==> src/rtl/down_timer.sv <==
// rtl/down_timer.sv - loadable down-counting timer with one-cycle terminal-count pulse
// Optional build macro DOWN_TIMER_RELOAD_EN: periodic mode that reloads the count at terminal.
module down_timer #(
    parameter int N = 8
) (
    input  logic         clock,
    input  logic         reset_n,
    input  logic         load,
    input  logic [N-1:0] value,
    input  logic         start,
    input  logic         pause,
    input  logic         stop,
    output logic [N-1:0] cnt,
    output logic         busy,
    output logic         tc
);

    typedef enum logic [1:0] {
        IDLE   = 2'd0,
        RUN    = 2'd1,
        PAUSED = 2'd2
    } state_t;

    localparam logic [N-1:0] ONE = N'(1);

    state_t       state_q;
    state_t       state_d;
    logic [N-1:0] cnt_q;
    logic [N-1:0] cnt_d;
    logic         tc_q;
    logic         tc_d;

`ifdef DOWN_TIMER_RELOAD_EN
    logic [N-1:0] reload_q;

    always_ff @(posedge clock or negedge reset_n) begin
        if (!reset_n) begin
            reload_q <= '0;
        end else if (load) begin
            reload_q <= value;
        end
    end
`endif

    always_ff @(posedge clock or negedge reset_n) begin
        if (!reset_n) begin
            state_q <= IDLE;
            cnt_q   <= '0;
            tc_q    <= 1'b0;
        end else begin
            state_q <= state_d;
            cnt_q   <= cnt_d;
            tc_q    <= tc_d;
        end
    end

    // Priority: load, then stop, then start/pause/count.
    always_comb begin
        state_d = state_q;
        cnt_d   = cnt_q;
        tc_d    = 1'b0;
        if (load) begin
            cnt_d   = value;
            state_d = IDLE;
        end else if (stop && (state_q != IDLE)) begin
            state_d = IDLE;
        end else begin
            case (state_q)
                IDLE: begin
                    if (start) begin
                        if (cnt_q != '0) begin
                            state_d = RUN;
                        end else begin
                            tc_d = 1'b1;
                        end
                    end
                end
                default: begin
                    if (pause) begin
                        state_d = PAUSED;
                    end else if (cnt_q > ONE) begin
                        cnt_d   = cnt_q - ONE;
                        state_d = RUN;
                    end else if (cnt_q == ONE) begin
                        tc_d = 1'b1;
`ifdef DOWN_TIMER_RELOAD_EN
                        cnt_d   = reload_q;
                        state_d = RUN;
`else
                        cnt_d   = '0;
                        state_d = IDLE;
`endif
                    end else begin
                        // A zero count cannot advance; fall back to idle silently.
                        state_d = IDLE;
                    end
                end
            endcase
        end
    end

    assign cnt  = cnt_q;
    assign busy = (state_q != IDLE);
    assign tc   = tc_q;

endmodule

==> config.mk <==
export PLATFORM = sky130hd
export DESIGN_NAME = down_timer
export DESIGN_NICKNAME = d
export VERILOG_FILES = /design/src/rtl/down_timer.sv
export SDC_FILE = /design/constraint.sdc
export NUM_CORES = 1
export LEC_CHECK = 0
export ABC_AREA = 0
export CAP_MARGIN = 20
export CORE_ASPECT_RATIO = 1.1
export CORE_MARGIN = 5
export CORE_UTILIZATION = 44
export DETAILED_ROUTE_END_ITERATION = 8
export MAX_ROUTING_LAYER = met4
export PLACE_DENSITY = 0.77
export SLEW_MARGIN = 20
export SYNTH_ARGS = -nofsm -noshare
export SYNTH_HDL_FRONTEND = slang
export SYNTH_SLANG_ARGS = --single-unit
==> constraint.sdc <==
create_clock -name clock -period 1.6 [get_ports clock]
set_input_delay 0.16 -clock clock [delete_from_list [all_inputs] [get_ports clock]]
set_output_delay 0.16 -clock clock [all_outputs]
set_load 0.01 [all_outputs]
==> impl_metrics.env, run 1 <==
export IMPL_run_status="finished clean"
export IMPL_finalClockSkew_ps=3.58
export IMPL_drt_iter0_drc=20
export IMPL_syn_area_um2=733
export IMPL_synth_warnings=0
export IMPL_grt_max_degree=12
export IMPL_h_tree_depth=1
export IMPL_syn_inst=76
export IMPL_worstSkewPairLatency_ps=280
export IMPL_layout_drive_gt1_share=0.358
export IMPL_wirelength_um=2380
export IMPL_finalPower_mw=0.812
export IMPL_cap_viol_max_count=0
export IMPL_grt_use_total=0.205
export IMPL_fill_cells=111
export IMPL_cts_tree="done"
export IMPL_die_w_um=48.9
export IMPL_ant_nets=0
export IMPL_initial_core_util=0.465
export IMPL_slew_headroom=0.644
export IMPL_seq_area_frac_synth=0.375
export IMPL_whs_ps=226
export IMPL_drc=0
export IMPL_syn_nets=93
export IMPL_ys_ff_latch=11
export IMPL_diodes=0
export IMPL_power_switching_mw=0.257
export IMPL_worstPathRequired_ps=1770
export IMPL_die_area_um2=2580
export IMPL_synth_edf_count=0
export IMPL_grt_pass1_wl_um=3950
export IMPL_die_h_um=52.8
export IMPL_rows=15
export IMPL_clock_power_share=0.247
export IMPL_worstMarginPinSlew_ps=533
export IMPL_pwr_share_comb=0.343
export IMPL_cellInternalPower_mw=0.555
export IMPL_hold_class="primary input to asynchronous set/reset pin"
export IMPL_critical_path_class="flip-flop to flip-flop"
export IMPL_numCtsBuffers=3
export IMPL_grt_antenna_before_repair=0
export IMPL_grt_overflow_total=0
export IMPL_cp_end_kind="flip-flop"
export IMPL_rrSetupSlack_ps=10
export IMPL_period_needed_ps=1590
export IMPL_p_seq_frac=0.410
export IMPL_gp_congestion=0.886
export IMPL_nets=141
export IMPL_area_growth_pct=66.2
export IMPL_swShare=0.316
export IMPL_place_detailed_hpwl_um=1670
export IMPL_avgSynthCellArea_um2=9.65
export IMPL_io_buffer_count=23
export IMPL_cts_hold_buffers_added=0
export IMPL_utilization=0.773
export IMPL_met1_usage=0.237
export IMPL_timing_rr_start="cnt[6]"
export IMPL_boundaryPins=24
export IMPL_grt_busiest_layer="met2"
export IMPL_fmax_ghz=0.630
export IMPL_cp_max_fo=6
export IMPL_fp_coreArea_um2=1580
export IMPL_rr_endpoint="state_q[0]"
export IMPL_detail_route_wl_per_cell_um=17.0
export IMPL_slew_viol_final=0
export IMPL_clock_path_buffers=2
export IMPL_worst_ep_arrival_time_ps=1750
export IMPL_p_per_area_nw_per_um2=666
export IMPL_hold_violations=0
export IMPL_synth_ff_type="dfrtp_1"
export IMPL_cp_start_kind="flip-flop"
export IMPL_p_leak_nw=0.510
export IMPL_vias=849
export IMPL_synth_distinct_cells=33
export IMPL_use_met3=0.0427
export IMPL_synthArstFlopShare=1.00
export IMPL_cts_sinks=11
export IMPL_vdd_drop_max_v=0.000473
export IMPL_ff2ff_path_depth=6
export IMPL_period_share=0.991
export IMPL_setup_viol=0
export IMPL_clk_pin_slew_worst_paths_ps=80
export IMPL_rsz0062_at_grt="yes"
export IMPL_firstDrtPassIters=4
export IMPL_avgViaCountPerCell=6.06
export IMPL_grt_met2_usage=0.343
export IMPL_grt_pass1_vias=877
export IMPL_cts_root_buf="clkbuf_4"
[per-stage QoR]
step	cells	setup slack, ps	cell area, um2	setup TNS, ps
after floorplan	76	15.6	733	0
after global placement	132	-19.2	1110	-23.4
after detailed placement	132	-75.7	1110	-137
after CTS	138	1.32	1150	0
after global routing	140	-49.4	1220	-102
final	140	13.6	1220	0
[cells in the final DEF (no fill, tap or decap), types with 2 or more instances in the layout]
master	instances
dfrtp_2	3
nor2_1	9
clkdlybuf4s50_1	22
clkbuf_4	3
a31oi_1	5
buf_4	20
nand2_1	3
a2bb2oi_1	2
nand3_1	2
inv_1	4
o21ai_0	5
nor3_1	2
a31o_2	2
nor4_2	2
dfrtp_1	8
o41ai_1	2
[worst max-delay path, stage by stage, from the launching register on]
cell and delay [ps]:
dfrtp_1 420, nor4_4 360, o211ai_1 150, buf_4 190, buf_4 140, a32oi_2 150, nor2_1 70
[worst max-delay path by stage]
stage / startpoint / end / slack [ps] / depth (start not counted)
final: cnt[6] / state_q[0] / 10 / 6
after detailed placement: cnt[1] / cnt[0] / -80 / 5
after global placement: stop / cnt[5] / -20 / 5
after global routing: cnt[5] / state_q[0] / -50 / 6
after floorplan: cnt[0] / cnt[0] / 20 / 5
after CTS: state_q[1] / busy / 1 / 3
[layout make-up]
| type | count | area [um2] | area share |
|---|---|---|---|
| Clock buffer | 4 | 26.3 | 0.0216 |
| Inverter | 6 | 22.5 | 0.0185 |
| Multi-Input combinational cell | 58 | 475 | 0.390 |
| Sequential cell | 11 | 279 | 0.229 |
| Tap cell | 17 | 21.3 | 0.0175 |
| Timing Repair Buffer | 44 | 394 | 0.323 |
[power by group through the flow]
| stage | combinational (mW) | clock, mW | sequential, mW |
|---|---|---|---|
| floorplan | 0.0898 | 0 | 0.345 |
| global placement | 0.250 | 0 | 0.331 |
| detailed placement | 0.257 | 0 | 0.334 |
| CTS | 0.259 | 0.204 | 0.328 |
| global route | 0.302 | 0.222 | 0.336 |
| finish | 0.278 | 0.200 | 0.333 |
[registers in the layout, indices dropped and copies added (netlist names)]
signal	flops
cnt	8
state_q	2
tc	1
[logic make-up (layout without fill, tap and decap cells)]
| kind of cell | Yosys count | in the layout | synth area share |
|---|---|---|---|
| AO/OA/AOI/OAI | 24 | 24 | 0.259 |
| AND/OR/NAND/NOR | 30 | 30 | 0.265 |
| flip-flops | 11 | 11 | 0.375 |
| multiplexers | 1 | 1 | 0.0137 |
| buffers and inverters | 7 | 54 | 0.0358 |
| adder cells (fa/ha/maj) | 3 | 3 | 0.0512 |
[cells in the mapped netlist, drive strengths merged, types with 2 or more instances]
| cell type | count | share of area |
|---|---|---|
| nor3 | 3 | 0.036 |
| a31o | 2 | 0.024 |
| ha | 3 | 0.051 |
| a32oi | 2 | 0.024 |
| o21ai | 6 | 0.041 |
| nand3 | 2 | 0.014 |
| a31oi | 5 | 0.043 |
| nor4 | 3 | 0.046 |
| o41ai | 2 | 0.024 |
| nand2 | 3 | 0.015 |
| a2bb2oi | 2 | 0.024 |
| dfrtp | 11 | 0.38 |
| nor2 | 10 | 0.051 |
| inv | 5 | 0.026 |
[timing repair]
item | CTS | global route
gates cloned | 0 | 0
gates resized for setup | 0 | 16
setup endpoints to repair | 5 | 9
buffers inserted | 2 | 2
pin swaps | 1 | 3
[per-layer routing]
layer,up-vias,routed length [um]
met5,-,0
met2,41,1230
li1,388,-
met3,10,151
met4,0,71
met1,410,924
(Power assumes the default switching activity.)
==> run 2, diff against run 1 <==
--- a/config.mk
+++ b/config.mk
@@ -13,6 +13,7 @@
 export DETAILED_ROUTE_END_ITERATION = 8
 export MAX_ROUTING_LAYER = met4
 export PLACE_DENSITY = 0.77
+export SKIP_CTS_REPAIR_TIMING = 1
 export SLEW_MARGIN = 20
 export SYNTH_ARGS = -nofsm -noshare
 export SYNTH_HDL_FRONTEND = slang
==> impl_metrics.env, run 2 (same netlist as run 1, synthesis figures left out) <==
export IMPL_h_tree_depth=1
export IMPL_layout_common_cells="clkdlybuf4s50_1, buf_4, dfrtp_1, nor2_1, o21ai_0"
export IMPL_drc=0
export IMPL_grt_antenna_before_repair=0
export IMPL_nets=141
export IMPL_power_switching_mw=0.245
export IMPL_rows=15
export IMPL_layout_drive_gt1_share=0.317
export IMPL_grt_pass1_vias=869
export IMPL_die_area_um2=2580
export IMPL_vdd_drop_max_v=0.000644
export IMPL_clock_path_buffers=2
export IMPL_path_buf_inv=1
export IMPL_setup_viol=0
export IMPL_grt_overflow_total=0
export IMPL_p_seq_frac=0.417
export IMPL_rsz0062_at_grt="yes"
export IMPL_design_area_um2=1200
export IMPL_die_w_um=48.9
export IMPL_avgViaCountPerCell=6.02
export IMPL_p_leak_nw=0.513
export IMPL_fill_cells=119
export IMPL_largest_reg_flops=8
export IMPL_fmax_ghz=0.632
export IMPL_cts_sinks=11
export IMPL_slew_viol_final=0
export IMPL_drt_iter0_drc=28
export IMPL_p_per_area_nw_per_um2=665
export IMPL_cp_max_fo=4
export IMPL_grt_use_total=0.202
export IMPL_post_place_ws_ps=-75.7
export IMPL_wirelength_um=2330
export IMPL_vias=843
export IMPL_initial_core_util=0.465
export IMPL_worst_slack_ps=17.9
export IMPL_place_detailed_hpwl_um=1670
export IMPL_pwr_share_comb=0.340
export IMPL_crit_family="compound AO/OA/AOI/OAI gates"
export IMPL_worstMarginPinSlew_ps=545
export IMPL_swShare=0.308
export IMPL_clock_power_share=0.243
export IMPL_critical_path_class="flip-flop to flip-flop"
export IMPL_finalClockSkew_ps=1.33
export IMPL_gp_congestion=0.886
export IMPL_dpl_cell_area_um2=1110
export IMPL_slowest_stage="dfrtp_1"
export IMPL_io_buffer_count=23
export IMPL_grt_max_degree=12
export IMPL_numCtsBuffers=3
export IMPL_cp_depth=5
export IMPL_hold_class="primary input to asynchronous set/reset pin"
export IMPL_fp_coreArea_um2=1580
export IMPL_cellInternalPower_mw=0.550
export IMPL_worstPathRequired_ps=1750
export IMPL_grt_pass1_wl_um=3900
export IMPL_cp_end_kind="flip-flop"
export IMPL_period_needed_ps=1580
export IMPL_run_status="finished clean"
export IMPL_ant_nets=0
export IMPL_diodes=0
export IMPL_cap_viol_max_count=0
export IMPL_boundaryPins=24
export IMPL_period_share=0.989
export IMPL_mostFrequentLayoutCell="clkdlybuf4s50_1"
export IMPL_cts_tree="done"
export IMPL_worstSkewPairLatency_ps=260
export IMPL_utilization=0.760
export IMPL_setup_tns_ps=0
export IMPL_clk_pin_slew_worst_paths_ps=70
export IMPL_finalPower_mw=0.796
export IMPL_ff2ff_path_depth=5
export IMPL_critPathMaxStageDelay_ps=410
export IMPL_worst_ep_arrival_time_ps=1730
export IMPL_cp_cell_sequence="inv_1 > ha_2 > and4b_2 > o41ai_1 > a2bb2oi_1"
export IMPL_area_growth_pct=63.3
export IMPL_die_h_um=52.8
export IMPL_cp_start_kind="flip-flop"
export IMPL_firstDrtPassIters=4
export IMPL_slew_headroom=0.636
export IMPL_hold_violations=0
export IMPL_detail_route_wl_per_cell_um=16.7
export IMPL_cts_root_buf="clkbuf_4"
[run 2: worst paths after layout]
path / slack [ps] / start / endpoint
min: 240 / reset_n / cnt[7]
min reg2reg: 660 / cnt[5] / cnt[5]
max: 20 / cnt[1] / cnt[5]
max in group asynchronous: 1000 / reset_n / cnt[2]
max reg2reg: 20 / cnt[1] / cnt[5]
min in group clock: 450 / value[4] / cnt[4]
[run 2: worst register-to-register path, delay by kind of cell, from the launching register on]
kind	cells	cell delay [ps]
flip-flops	1	410
adder cells (fa/ha/maj)	1	230
AO/OA/AOI/OAI	2	420
AND/OR/NAND/NOR	1	270
buffers and inverters	1	130
[run 2: cell type report]
type,count,area (um2),area share
inverter,6,22.5,0.0188
multi-input combinational,58,458,0.382
tap,17,21.3,0.0178
sequential,11,275,0.230
timing repair buffer,44,394,0.329
clock buffer,4,26.3,0.0219
[run 2: per-stage QoR]
step	std cells	hold slack [ps]
floorplan	76	-136
global placement	132	538
detailed placement	132	549
CTS	136	258
global route	140	284
finish	140	244
[run 2: power by group through the flow]
stage          clock [mW]  combinational (mW)  sequential [mW]
2_1_floorplan           0              0.0898            0.345
3_3_place_gp            0               0.250            0.331
3_5_place_dp            0               0.257            0.334
4_1_cts             0.204               0.258            0.328
5_1_grt             0.219               0.295            0.334
6_report            0.193               0.271            0.332
[run 2: routing by layer]
layer	part of all wire	global-route usage
met3	0.068	0.0427
met1	0.38	0.236
met4	0.017	0.0942
met2	0.53	0.335
met5	0	-
==> run 3, diff against run 2 <==
--- a/config.mk
+++ b/config.mk
@@ -12,7 +12,7 @@
 export CORE_UTILIZATION = 44
 export DETAILED_ROUTE_END_ITERATION = 8
 export MAX_ROUTING_LAYER = met4
-export PLACE_DENSITY = 0.77
+export PLACE_DENSITY = 0.85
 export SKIP_CTS_REPAIR_TIMING = 1
 export SLEW_MARGIN = 20
 export SYNTH_ARGS = -nofsm -noshare
==> impl_metrics.env, run 3 (same netlist as run 1, synthesis figures left out) <==
export IMPL_run_status="finished clean"
export IMPL_grt_antenna_before_repair=0
export IMPL_setup_tns_ps=0
export IMPL_layout_common_cells="clkdlybuf4s50_1, buf_4, dfrtp_1, nor2_1, o21ai_0"
export IMPL_rows=15
export IMPL_wirelength_um=2110
export IMPL_io_buffer_count=23
export IMPL_vias=804
export IMPL_timing_rr_start="cnt[1]"
export IMPL_largest_reg_flops=8
export IMPL_ant_nets=0
export IMPL_firstDrtPassIters=4
export IMPL_mostFrequentLayoutCell="clkdlybuf4s50_1"
export IMPL_worstSkewPairLatency_ps=270
export IMPL_drt_iter0_drc=9
export IMPL_grt_pass1_vias=793
export IMPL_cap_viol_max_count=0
export IMPL_worst_ep_arrival_time_ps=1380
export IMPL_diodes=0
export IMPL_hold_class="primary input to asynchronous set/reset pin"
export IMPL_area_growth_pct=58.2
export IMPL_p_leak_nw=0.480
export IMPL_critical_path_class="flip-flop to primary output"
export IMPL_clock_power_share=0.247
export IMPL_detail_route_wl_per_cell_um=15.5
export IMPL_clock_path_buffers=2
export IMPL_power_switching_mw=0.235
export IMPL_grt_max_degree=12
export IMPL_setup_viol=0
export IMPL_drc=0
export IMPL_h_tree_depth=1
export IMPL_ff2ff_path_depth=5
export IMPL_numCtsBuffers=3
export IMPL_slew_headroom=0.650
export IMPL_die_h_um=52.8
export IMPL_die_area_um2=2580
export IMPL_fmax_ghz=0.649
export IMPL_slew_viol_final=0
export IMPL_p_per_area_nw_per_um2=670
export IMPL_design_area_um2=1160
export IMPL_cts_sinks=11
export IMPL_boundaryPins=24
export IMPL_period_share=0.963
export IMPL_finalClockSkew_ps=6.82
export IMPL_gp_congestion=0.900
export IMPL_swShare=0.302
export IMPL_rr_endpoint="cnt[5]"
export IMPL_die_w_um=48.9
export IMPL_finalPower_mw=0.777
export IMPL_worstPathRequired_ps=1440
export IMPL_cts_tree="done"
export IMPL_pwr_share_comb=0.331
export IMPL_worstMarginPinSlew_ps=524
export IMPL_cellInternalPower_mw=0.542
export IMPL_register_area_um2=277
export IMPL_initial_core_util=0.465
export IMPL_multi_input_area_um2=452
export IMPL_cp_end_kind="primary output"
export IMPL_grt_use_total=0.180
export IMPL_place_detailed_hpwl_um=1560
export IMPL_dpl_cell_area_um2=1090
export IMPL_grt_overflow_total=0
export IMPL_hold_violations=0
export IMPL_vdd_drop_max_v=0.000541
export IMPL_p_seq_frac=0.422
export IMPL_nets=137
export IMPL_cts_root_buf="clkbuf_4"
export IMPL_clk_pin_slew_worst_paths_ps=70
export IMPL_cp_start_kind="flip-flop"
export IMPL_fill_cells=120
export IMPL_layout_drive_gt1_share=0.294
export IMPL_utilization=0.736
export IMPL_cp_max_fo=6
export IMPL_avgViaCountPerCell=5.91
export IMPL_period_needed_ps=1540
export IMPL_grt_pass1_wl_um=3480
export IMPL_rrSetupSlack_ps=60
export IMPL_fp_coreArea_um2=1580
## run 3: cell types whose count changed in the layout (fill, tap and decap cells not counted)
cell             delta
buf_4               -4
a31oi_1             +1
a31oi_2             -1
a32oi_1             +1
a32oi_2             -1
clkdlybuf4s50_1     +1
dfrtp_1             -1
dfrtp_2             +1
dlymetal6s2s_1      -1
ha_1                -1
ha_2                +1
nor2_2              -1
nor2_4              +1
## run 3: how the worst max path moves through the flow
stage	slack [ps]	end	from	depth (start not counted)
2_1_floorplan	20	cnt[0]	cnt[0]	5
3_3_place_gp	-20	cnt[5]	stop	5
3_5_place_dp	-60	cnt[0]	cnt[1]	5
4_1_cts	-90	cnt[0]	cnt[1]	5
5_1_grt	-50	state_q[0]	cnt[6]	5
6_report	60	cnt[4]	cnt[4]	2
## run 3: area by class of cell
type | instances | area share
Tap cell | 17 | 0.0183
Clock buffer | 4 | 0.0227
Timing Repair Buffer | 40 | 0.312
Sequential cell | 11 | 0.238
Inverter | 6 | 0.0194
Multi-Input combinational cell | 58 | 0.389
## run 3: critical path, stage by stage (launching register included)
cell             delay, ps
dfrtp_1                410
buf_4                  160
clkdlybuf4s50_1        540
## run 3: stage by stage
step           worst slack (ps)  hold WS, ps  instances
5_1_grt                   -50.0          271        136
3_5_place_dp              -62.5          529        130
4_1_cts                   -91.2          236        134
3_3_place_gp              -17.9          530        130
6_report                   59.9          228        136
2_1_floorplan              15.6         -136         76
## run 3: power by group through the flow
| stage | clock, mW | sequential [mW] | combinational, mW |
|---|---|---|---|
| floorplan | 0 | 0.345 | 0.0898 |
| global placement | 0 | 0.329 | 0.246 |
| detailed placement | 0 | 0.331 | 0.250 |
| CTS | 0.196 | 0.326 | 0.252 |
| global route | 0.216 | 0.331 | 0.281 |
| finish | 0.192 | 0.328 | 0.257 |
## run 3: metal layers
| layer | vias to the layer above | share of wire | track usage |
|---|---|---|---|
| li1 | 379 | - | - |
| met1 | 382 | 0.42 | 0.212 |
| met2 | 37 | 0.49 | 0.289 |
| met3 | 6 | 0.070 | 0.0484 |
| met4 | 0 | 0.021 | 0.0762 |
| met5 | - | 0 | - |
